### src/rtl/mul_div_unit.sv
// mul_div_unit: iterative 32-bit MUL/UDIV/UREM unit that writes its result back to the register bank
module mul_div_unit #(
    parameter int WIDTH = 32
) (
    input  logic             clk,
    input  logic             rst_n,
    input  logic             start,
    input  logic [1:0]       op,
    input  logic [3:0]       dest,
    input  logic [WIDTH-1:0] RD1,
    input  logic [WIDTH-1:0] RD2,
    output logic             busy,
    output logic             done,
    output logic             err,
    output logic [WIDTH-1:0] WD3,
    output logic [3:0]       A3,
    output logic             WE3
);
    typedef enum logic [1:0] {IDLE, RUN, DONE} state_t;
    state_t           r_state, w_next;
    logic [1:0]       r_op;
    logic [4:0]       r_cnt;
    logic [WIDTH-1:0] r_a, r_b, r_acc, r_rem;
    logic [WIDTH:0]   w_rem_sh, w_sub;
    logic [WIDTH-1:0] w_prod, w_quo, w_rem_n, w_res;
    logic             w_ge, w_accept, w_last;
    always_ff @(posedge clk or negedge rst_n)
        if (!rst_n) r_state <= IDLE;
        else        r_state <= w_next;
    always_comb begin
        w_accept = r_state == IDLE && start;
        w_last   = r_state == RUN && r_cnt == 5'd31;
        w_next   = w_accept ? (op == 2'b11 ? DONE : RUN) : w_last ? DONE : r_state == RUN ? RUN : IDLE;
    end
    // bit WIDTH of the 33-bit difference is the borrow, so no-borrow means rem >= divisor
    always_comb begin
        w_prod   = r_acc + (r_b[0] ? r_a : '0);
        w_rem_sh = {r_rem, r_a[WIDTH-1]};
        w_sub    = w_rem_sh - {1'b0, r_b};
        w_ge     = ~w_sub[WIDTH];
        w_rem_n  = w_ge ? w_sub[WIDTH-1:0] : w_rem_sh[WIDTH-1:0];
        w_quo    = {r_acc[WIDTH-2:0], w_ge};
        w_res    = r_op == 2'b00 ? w_prod : r_op == 2'b01 ? w_quo : w_rem_n;
    end
    always_ff @(posedge clk or negedge rst_n)
        if (!rst_n) begin
            busy  <= 1'b0;
            done  <= 1'b0;
            err   <= 1'b0;
            WD3   <= '0;
            A3    <= '0;
            WE3   <= 1'b1;
            r_op  <= '0;
            r_cnt <= '0;
            r_a   <= '0;
            r_b   <= '0;
            r_acc <= '0;
            r_rem <= '0;
        end else begin
            busy <= w_next != IDLE;
            done <= w_next == DONE;
            WE3  <= !w_last;
            if (w_accept) begin
                err <= op == 2'b11 || (op != 2'b00 && RD2 == '0);
                if (op != 2'b11) begin
                    r_op  <= op;
                    A3    <= dest;
                    r_a   <= RD1;
                    r_b   <= RD2;
                    r_acc <= '0;
                    r_rem <= '0;
                    r_cnt <= '0;
                end
            end else if (r_state == RUN) begin
                r_cnt <= r_cnt + 5'd1;
                r_acc <= r_op == 2'b00 ? w_prod : w_quo;
                r_a   <= r_a << 1;
                r_b   <= r_op == 2'b00 ? r_b >> 1 : r_b;
                r_rem <= w_rem_n;
                if (w_last) WD3 <= w_res;
            end
        end
endmodule

### config.mk
export PLATFORM = sky130hd
export DESIGN_NAME = mul_div_unit
export DESIGN_NICKNAME = d
export VERILOG_FILES = /design/src/rtl/mul_div_unit.sv
export SDC_FILE = /design/constraint.sdc
export NUM_CORES = 1
export LEC_CHECK = 0
export BUFFER_PORTS_ARGS = -buffer_cell sky130_fd_sc_hd__buf_2
export CAP_MARGIN = 5
export CELL_PAD_IN_SITES_DETAIL_PLACEMENT = 1
export CELL_PAD_IN_SITES_GLOBAL_PLACEMENT = 1
export CORE_MARGIN = 4
export CORE_UTILIZATION = 46
export DETAILED_ROUTE_END_ITERATION = 8
export GPL_ROUTABILITY_DRIVEN = 1
export MAX_ROUTING_LAYER = met4
export PLACE_DENSITY = 0.83
export SLEW_MARGIN = 0
export SYNTH_ARGS = -nofsm -noshare
export SYNTH_HDL_FRONTEND = slang
export SYNTH_SLANG_ARGS = --single-unit
### constraint.sdc
create_clock -name clk -period 3.9 [get_ports clk]
set_input_delay 0.585 -clock clk [delete_from_list [all_inputs] [get_ports clk]]
set_output_delay 0.585 -clock clk [all_outputs]
set_load 0.05 [all_outputs]
== Word level (Yosys, flattened, before mapping) ==
Cells that the tools add are included.
Storage, ports and cells
  register bits: 177
  bits of input ports: 73
  word-level logic and storage cells: 65
Operators by class
  add/sub/neg operators: 3
  equality and inequality tests: 7
  multiplexer cells: 24
  bitwise operators: 2
  reductions and logical operators: 16
Operators by type and width (number)
  two-way mux 32 bit: 17
  subtractor 33 x 32 -> 33 bit: 1
  adder 32 bit: 1
  logical NOT 32 bit: 1
  two-way mux 5 bit: 3
  nonzero test 2 bit: 4
  two-way mux 2 bit: 3
  AND reduction 3 bit: 2
  adder 5 x 1 -> 5 bit (second input constant): 1
  == test 5 bit (second input constant): 1
  == test 2 x 1 -> 1 bit (second input constant): 2
  == test 2 bit (second input constant): 2
  logical NOT 2 bit: 2
  AND reduction 2 bit: 2
  logical AND 1 bit: 3
  inequality test 2 x 1 -> 1 bit (second input constant): 1
  inequality test 2 bit (second input constant): 1
  NOT 1 bit: 2
  logical NOT 1 bit: 1
  logical OR 1 bit: 1
  two-way mux 1 bit: 1

== Longest topological paths before layout ==
Gate-level depths: netlist (run 1).
  depth after elaboration: 5
  mapped depth: 14

== Worst setup path after synthesis (run 1) ==
Ideal clock, no wire load.
  kind: register to register
  start point: reg r_rem[6]
  end point: reg WD3[29]
  arrival: 3136 ps
  path slack: 630 ps
  cell stages (with the launch flop): 11
  path buffers: 0
  period minus slack after synthesis: 3270 ps
  path through: dfrtp_1 ha_1 and2_4 or4_1 o21a_1 a41o_4 a2111o_1 o211ai_1 mux2_2 a2111oi_0 a21oi_1
On the way
  word-level cells in the longest chain between the ends: 4
Ends and longest elaborated chain
  from (decl): line 23  | logic [WIDTH-1:0] r_a, r_b, r_acc, r_rem;
  from (signal assigned): line 79  | r_rem <= w_rem_n;
  subtractor 33 x 32 -> 33 bit: line 39  | w_sub = w_rem_sh - {1'b0, r_b};
  two-way mux 32 bit: line 41  | w_rem_n = w_ge ? w_sub[WIDTH-1:0] : w_rem_sh[WIDTH-1:0];
  two-way mux 32 bit (2 in a row): line 43  | w_res = r_op == 2'b00 ? w_prod : r_op == 2'b01 ? w_quo : w_rem_n;
  to (signal assigned): line 80  | if (w_last) WD3 <= w_res;
  to (decl): line 15  | output logic [WIDTH-1:0] WD3,
Every way passes these cells.
A chain may end at the register's enable or synchronous reset.

== Final worst setup path (run 1) ==
  start point: reg r_b[0]
  end point: reg WD3[30]
On the way
  word-level cells in the longest chain between the ends: 4
Ends and longest elaborated chain
  from (decl): line 23
  from (signal assigned): line 78  | r_b <= r_op == 2'b00 ? r_b >> 1 : r_b;
  subtractor 33 x 32 -> 33 bit: line 39
  two-way mux 32 bit: line 41
  two-way mux 32 bit: line 43
  two-way mux 32 bit *: line 43
Mark *: on every way between the ends. The rest lies on a longest branch, timed or not.

==> metrics.txt, run 1 <==
Mean Syn Cell Area=8.42 um2; Layout area overhead=13.1%; number of fill cells=3001; warning count from the yosys run=0; Yosys top cell by area=dfrtp_1; Lkg Pwr=0.00628 uW; commonest non-fill, non-tap cells in the layout=dfrtp_1 (176), nand2_1 (176), nor2_1 (129); Synth Area in XOR/XNOR=4.39%; final hold slack=161 ps; Clock transition at path regs=80 ps; htree depth=4; Slew @ Worst Pin=915 ps; met1 Usage GRT=35.8%; largest family of logic cells by synthesized area=compound AO/OA/AOI/OAI gates; routed via count=11100; unrepaired setup endpoints after global routing=no; hpwl dp=27900 um; fin nets=1615; status=completed; mux cell area share after synthesis=3.73%; ANT nets after route=0; sequential share of power=27.9%; first-pass GRT wire length=61700 um; Ports=113; post-synthesis compound-gate area fraction=26.3%; max_cap viols=0; Skew-Pair Late Insertion Delay=440 ps; register area share after synthesis=37.6%; fraction of layout cells with a size suffix above 1=12.9%; Die X=168 um; antenna violations before repair=1; P_int=5700 uW; gpl congestion=0.925; met3 Resource Use GR=3.17%; CP Launch Type=flop; 1st-iter DRT viols=817; GRT busiest layer=met2; postcts setup bufs=0; row count=58; vias per std cell=6.10; gr ovfl total=0; Clock Power Share=16.3%; PD cells=840 nW/um2; met2 Track Usage GR=45.4%; post-synth cell types=66; Worst slew margin=39.0%; drt first pass iters=7; Initial Util=46.8%; max-slew violations=0; Synth async-reset ratio=100%; number of global-route vias before repair=11500; number of synthesized flops with an enable pin=0; overall routing resource usage=27.6%; switching share of power=49.1%; Clock Sinks=177; Simple-Gate Fraction of Synth Area=16.1%; DRC=0; Yosys top cell area share=37.4%; multi-input logic area=6850 um2; DR WL/cell=21.1 um; setup TNS=0 ps; Synth Area in Adders=7.35%; Post-synth top flop=dfrtp_1; input/output buffers=112; largest net degree at the start of global routing=77; FF+latch count, synth=177; CTS Buf Count=17; Gate power share=55.8%; kind of critical path=reg -> reg; Synth area leaders=dfrtp_1 (37%), ha_1 (7.0%), nand2_1 (5.6%); Crit path required time=4220 ps; Post-Route Skew=14.6 ps; Final period util=97.9%; core area=25200 um2; NetSw=5500 uW; crit path max fanout=14; fin crit period=3820 ps; Synth Instances=1399; Worst Path Arrival=4140 ps; Cell Area, Synth=11800 um2; syn nets=1540; CTS Root Cell=clkbuf_16; crit end category=flop; Clock Tree Buf Depth=2; final setup vio count=0; Hold Path Class=in -> async; CTS tree=yes; die area=28200 um2; VDD IR max=363 uV; Final Hold Viols=0; Reg area=4430 um2; Routed WL=38300 um; Die Span Y=168 um; FMAX=262 MHz
==> layer usage <==
metal	vias up	share of wire (%)
li1	5182	-
met1	5578	45
met2	276	48
met3	56	4.1
met4	0	2.8
met5	-	0
==> power by group through the flow <==
stage,clock (uW),combinational [uW],sequential (uW)
2_1_floorplan,0,4190,3260
3_3_place_gp,0,5870,3110
3_5_place_dp,0,6120,3140
4_1_cts,1840,6210,3110
5_1_grt,1910,6860,3210
6_report,1820,6250,3120
==> sequential cells by signal, summed over array words and instances, names as in the netlist <==
| name | count |
|---|---|
| err | 1 |
| r_b | 32 |
| r_rem | 32 |
| A3 | 4 |
| r_acc | 32 |
| busy | 1 |
| r_state | 2 |
| r_cnt | 5 |
| WE3 | 1 |
| r_a | 32 |
| WD3 | 32 |
| r_op | 2 |
| done | 1 |
==> cell usage after synthesis, drive strengths merged (3+ instances only) <==
cell,n
o21a,11
a22o,13
o31ai,9
or3,3
clkbuf,72
o211ai,14
nor4,10
a32oi,4
o21bai,7
dfrtp,176
mux2,7
ha,66
a221o,3
nor3,10
a41oi,3
a21o,38
nand4,10
nand3,14
a31oi,34
o21ai,129
a221oi,4
and3,8
a31o,4
a311oi,3
or2,3
nor3b,3
a2111oi,4
inv,50
buf,11
a22oi,4
a222oi,8
xnor2,39
nor2,129
nand2b,13
nand2,176
mux2i,36
xor2,20
nor2b,6
a21oi,130
a211oi,46
and2,40
a21boi,6
==> timing repair <==
action | 4_1_cts | 5_1_grt
endpoints found under the setup margin | 0 | 2
resized for setup | 0 | 1
hold endpoints to repair | 0 | 0
hold buffers | 0 | 0
==> logic make-up (layout without fill, tap and decap cells) <==
logic type | Yosys count | after routing
compound gates | 490 | 490
simple gates | 428 | 428
flops | 177 | 177
buf+inv | 134 | 221
fa+ha+maj | 68 | 68
xor+xnor | 59 | 59
mux | 43 | 43
other cells | 0 | 1
==> worst max-delay path: stages, from the launching register on <==
cell,delay (ps)
dfrtp_1,420
buf_4,210
and2_1,200
fa_1,450
a211oi_1,380
nor3b_1,160
o21bai_1,350
a21oi_1,200
a2111oi_1,520
o21bai_1,180
xnor2_1,220
nor2_1,60
o32a_1,340
==> area by class of cell <==
type / count / area share [%]
Tap cell: 330 / 3.10
Clock inverter: 13 / 1.20
Antenna cell: 1 / 0.0188
Timing Repair Buffer: 139 / 6.25
Inverter: 51 / 1.44
Multi-Input combinational cell: 1088 / 51.4
Clock buffer: 18 / 3.30
Sequential cell: 177 / 33.3
==> through the flow <==
stage          util (%)  area [um2]  instances  total power, uW  setup WS (ps)
2_1_floorplan         -       11800       1399             7440            630
3_3_place_gp       50.5       12700       1785             8970            445
3_5_place_dp       50.5       12700       1785             9260            221
4_1_cts            52.9       13300       1816            11200           3.95
5_1_grt            52.9       13300       1817            12000           23.1
6_report           52.9       13300       1817            11200           81.6
==> final timing paths <==
kind / start / to / slack, ps / cells past startpoint
worst max-delay path: r_b[0] / WD3[30] / 80 / 12
worst min-delay path: rst_n / r_b[20] / 160 / 1
worst max register to register: r_b[0] / WD3[30] / 80 / 12
worst min register to register: A3[2] / A3[2] / 470 / 2
max in group asynchronous: rst_n / r_acc[3] / 2850 / 2
min in group clk: dest[1] / A3[1] / 340 / 3
(Power assumes the default switching activity.)
==> inputs of run 2 (changes only) <==
--- a/config.mk
+++ b/config.mk
@@ -10,11 +10,11 @@
 export CELL_PAD_IN_SITES_DETAIL_PLACEMENT = 1
 export CELL_PAD_IN_SITES_GLOBAL_PLACEMENT = 1
 export CORE_MARGIN = 4
-export CORE_UTILIZATION = 46
+export CORE_UTILIZATION = 49
 export DETAILED_ROUTE_END_ITERATION = 8
 export GPL_ROUTABILITY_DRIVEN = 1
 export MAX_ROUTING_LAYER = met4
-export PLACE_DENSITY = 0.83
+export PLACE_DENSITY = 0.87
 export SLEW_MARGIN = 0
 export SYNTH_ARGS = -nofsm -noshare
 export SYNTH_HDL_FRONTEND = slang
==> constraint.sdc (replaced) <==
create_clock -name clk -period 4.95 [get_ports clk]
set_input_delay 0.7425 -clock clk [delete_from_list [all_inputs] [get_ports clk]]
set_output_delay 0.7425 -clock clk [all_outputs]
set_load 0.05 [all_outputs]
==> run 2 against run 1 <==
Critical path depth rose by 1. Setup slack better by 760 ps. Largest cell class unchanged. Wire length is 2.3% higher. Critical endpoint is now WD3[18]. Clock skew fell by 1.6 ps. Die area is 5.8% lower. Design area is 0.85% lower. Non-clock buffer count shrank 6. Fmax fell by 7.0%.
==> metrics.txt, run 2 (same netlist as run 1, synthesis figures left out) <==
final std cells w/o fill=1800; worst path cell trace=inv_1, ha_1, fa_1, nor2b_1, o31a_1, o21a_1, a41o_4, a2111o_1, o211a_1, buf_4, mux2i_1, a21oi_1, a21o_1; CP Launch Type=flop; Post-Place Setup Slack=1090 ps; Lkg Pwr=0.00624 uW; Die Span Y=163 um; max_cap viols=0; number of global-route vias before repair=11800; core area=23500 um2; vias per std cell=6.24; die area=26600 um2; Largest stage delay, worst path=780 ps; 1st-iter DRT viols=927; r2r startpoint=r_a[31]; Clock Sinks=177; hold buffers post-CTS=0; crit path max fanout=18; ANT nets after route=0; drt first pass iters=8; input/output buffers=112; reg2reg path depth=13; final worst-path setup slack=846 ps; Skew-Pair Late Insertion Delay=440 ps; antenna violations before repair=0; status=completed; htree depth=4; PostCTS Resize Cnt=0; Initial Util=50.0%; Worst Path Buf+Inv=2; unrepaired setup endpoints after global routing=no; gpl congestion=0.934; Post-Route Skew=12.9 ps; final setup vio count=0; PD cells=672 nW/um2; kind of critical path=reg -> reg; routed via count=11200; Top delay family on crit path=compound AO/OA/AOI/OAI gates; Total Power=8870 uW; dpl cells=1768; reg2reg setup slack=850 ps; Die X=163 um; postcts setup bufs=0; fin crit period=4100 ps; crit end category=flop; ANT cells=0; Hold Path Class=in -> async; Clock Tree Buf Depth=2; hpwl dp=27500 um; commonest non-fill, non-tap cells in the layout=dfrtp_1 (176), nand2_1 (176), nor2_1 (129); VDD IR max=385 uV; setup TNS=0 ps; Final period util=82.9%; FF-to-FF End=WD3[18]; CTS Buf Count=17; CTS Root Cell=clkbuf_16; overall routing resource usage=30.9%; Slew @ Worst Pin=1100 ps; row count=56; Layout area overhead=12.1%; Finished Cell Area=13200 um2; Crit path required time=5280 ps; DR WL/cell=21.8 um; FMAX=244 MHz; Clock transition at path regs=70 ps; Worst slew margin=26.8%; placed cell area=12600 um2; Worst Path Arrival=4430 ps; Critical Path Slowest Stage Cell=o211a_1; Ports=113; Routed WL=39200 um; fin nets=1609; largest net degree at the start of global routing=100; Final Hold Viols=0; fraction of layout cells with a size suffix above 1=12.5%; gr ovfl total=0; CTS tree=yes; max-slew violations=0; DRC=0; first-pass GRT wire length=63800 um
[run 2: cell types whose count changed in the layout (fill, tap and decap cells not counted), sizes merged]
cell and delta:
clkbuf +2, clkinv -2, inv +1, diode -1, buf -6
[run 2: final cells by class]
class,count,area [um2]
clock buffer,20,457
sequential,177,4430
inverter,51,191
clock inverter,12,155
timing repair buffer,133,724
tap,319,399
multi-input combinational,1088,6850
fill,2891,10300
[run 2: where the power goes]
part           switching, uW  total [uW]  leakage, uW  internal, uW
sequential               494        2480      0.00223          1980
clock                    626        1450     0.000297           826
combinational           3260        4940      0.00371          1680
[run 2: worst register-to-register path, delay by kind of cell, from the launching register on]
kind / cells / cell delay (ps)
multiplexers: 1 / 310
flip-flops: 1 / 380
adder cells (fa/ha/maj): 2 / 680
AO/OA/AOI/OAI: 7 / 2040
buffers and inverters: 2 / 420
AND/OR/NAND/NOR: 1 / 190
[run 2: layer usage]
metal  GRT usage [%]  share of wire [%]  vias to the layer above  routed length [um]
met2            50.3                 48                      394               18900
li1                -                  -                     5170                   -
met4            12.6                4.1                        0                1600
met5               -                  0                        -                   0
met1            39.3                 43                     5558               16700
met3            4.06                4.9                      103                1930
[run 2: worst max path at each step]
| stage | startpoint | to | slack (ps) | cells past startpoint |
|---|---|---|---|---|
| 6_report | r_a[31] | WD3[18] | 850 | 13 |
| 3_5_place_dp | r_a[31] | WD3[1] | 1090 | 13 |
| 5_1_grt | r_b[0] | WD3[30] | 700 | 13 |
| 3_3_place_gp | r_a[31] | WD3[1] | 1190 | 13 |
| 2_1_floorplan | r_rem[6] | WD3[29] | 1680 | 10 |
| 4_1_cts | r_a[31] | WD3[18] | 880 | 13 |
[run 2: through the flow]
stage               util, %  hold WS [ps]
CTS                    56.1           450
global route           56.1           475
detailed placement     53.5           461
finish                 56.1           384
floorplan                 -           447
global placement       53.5           453
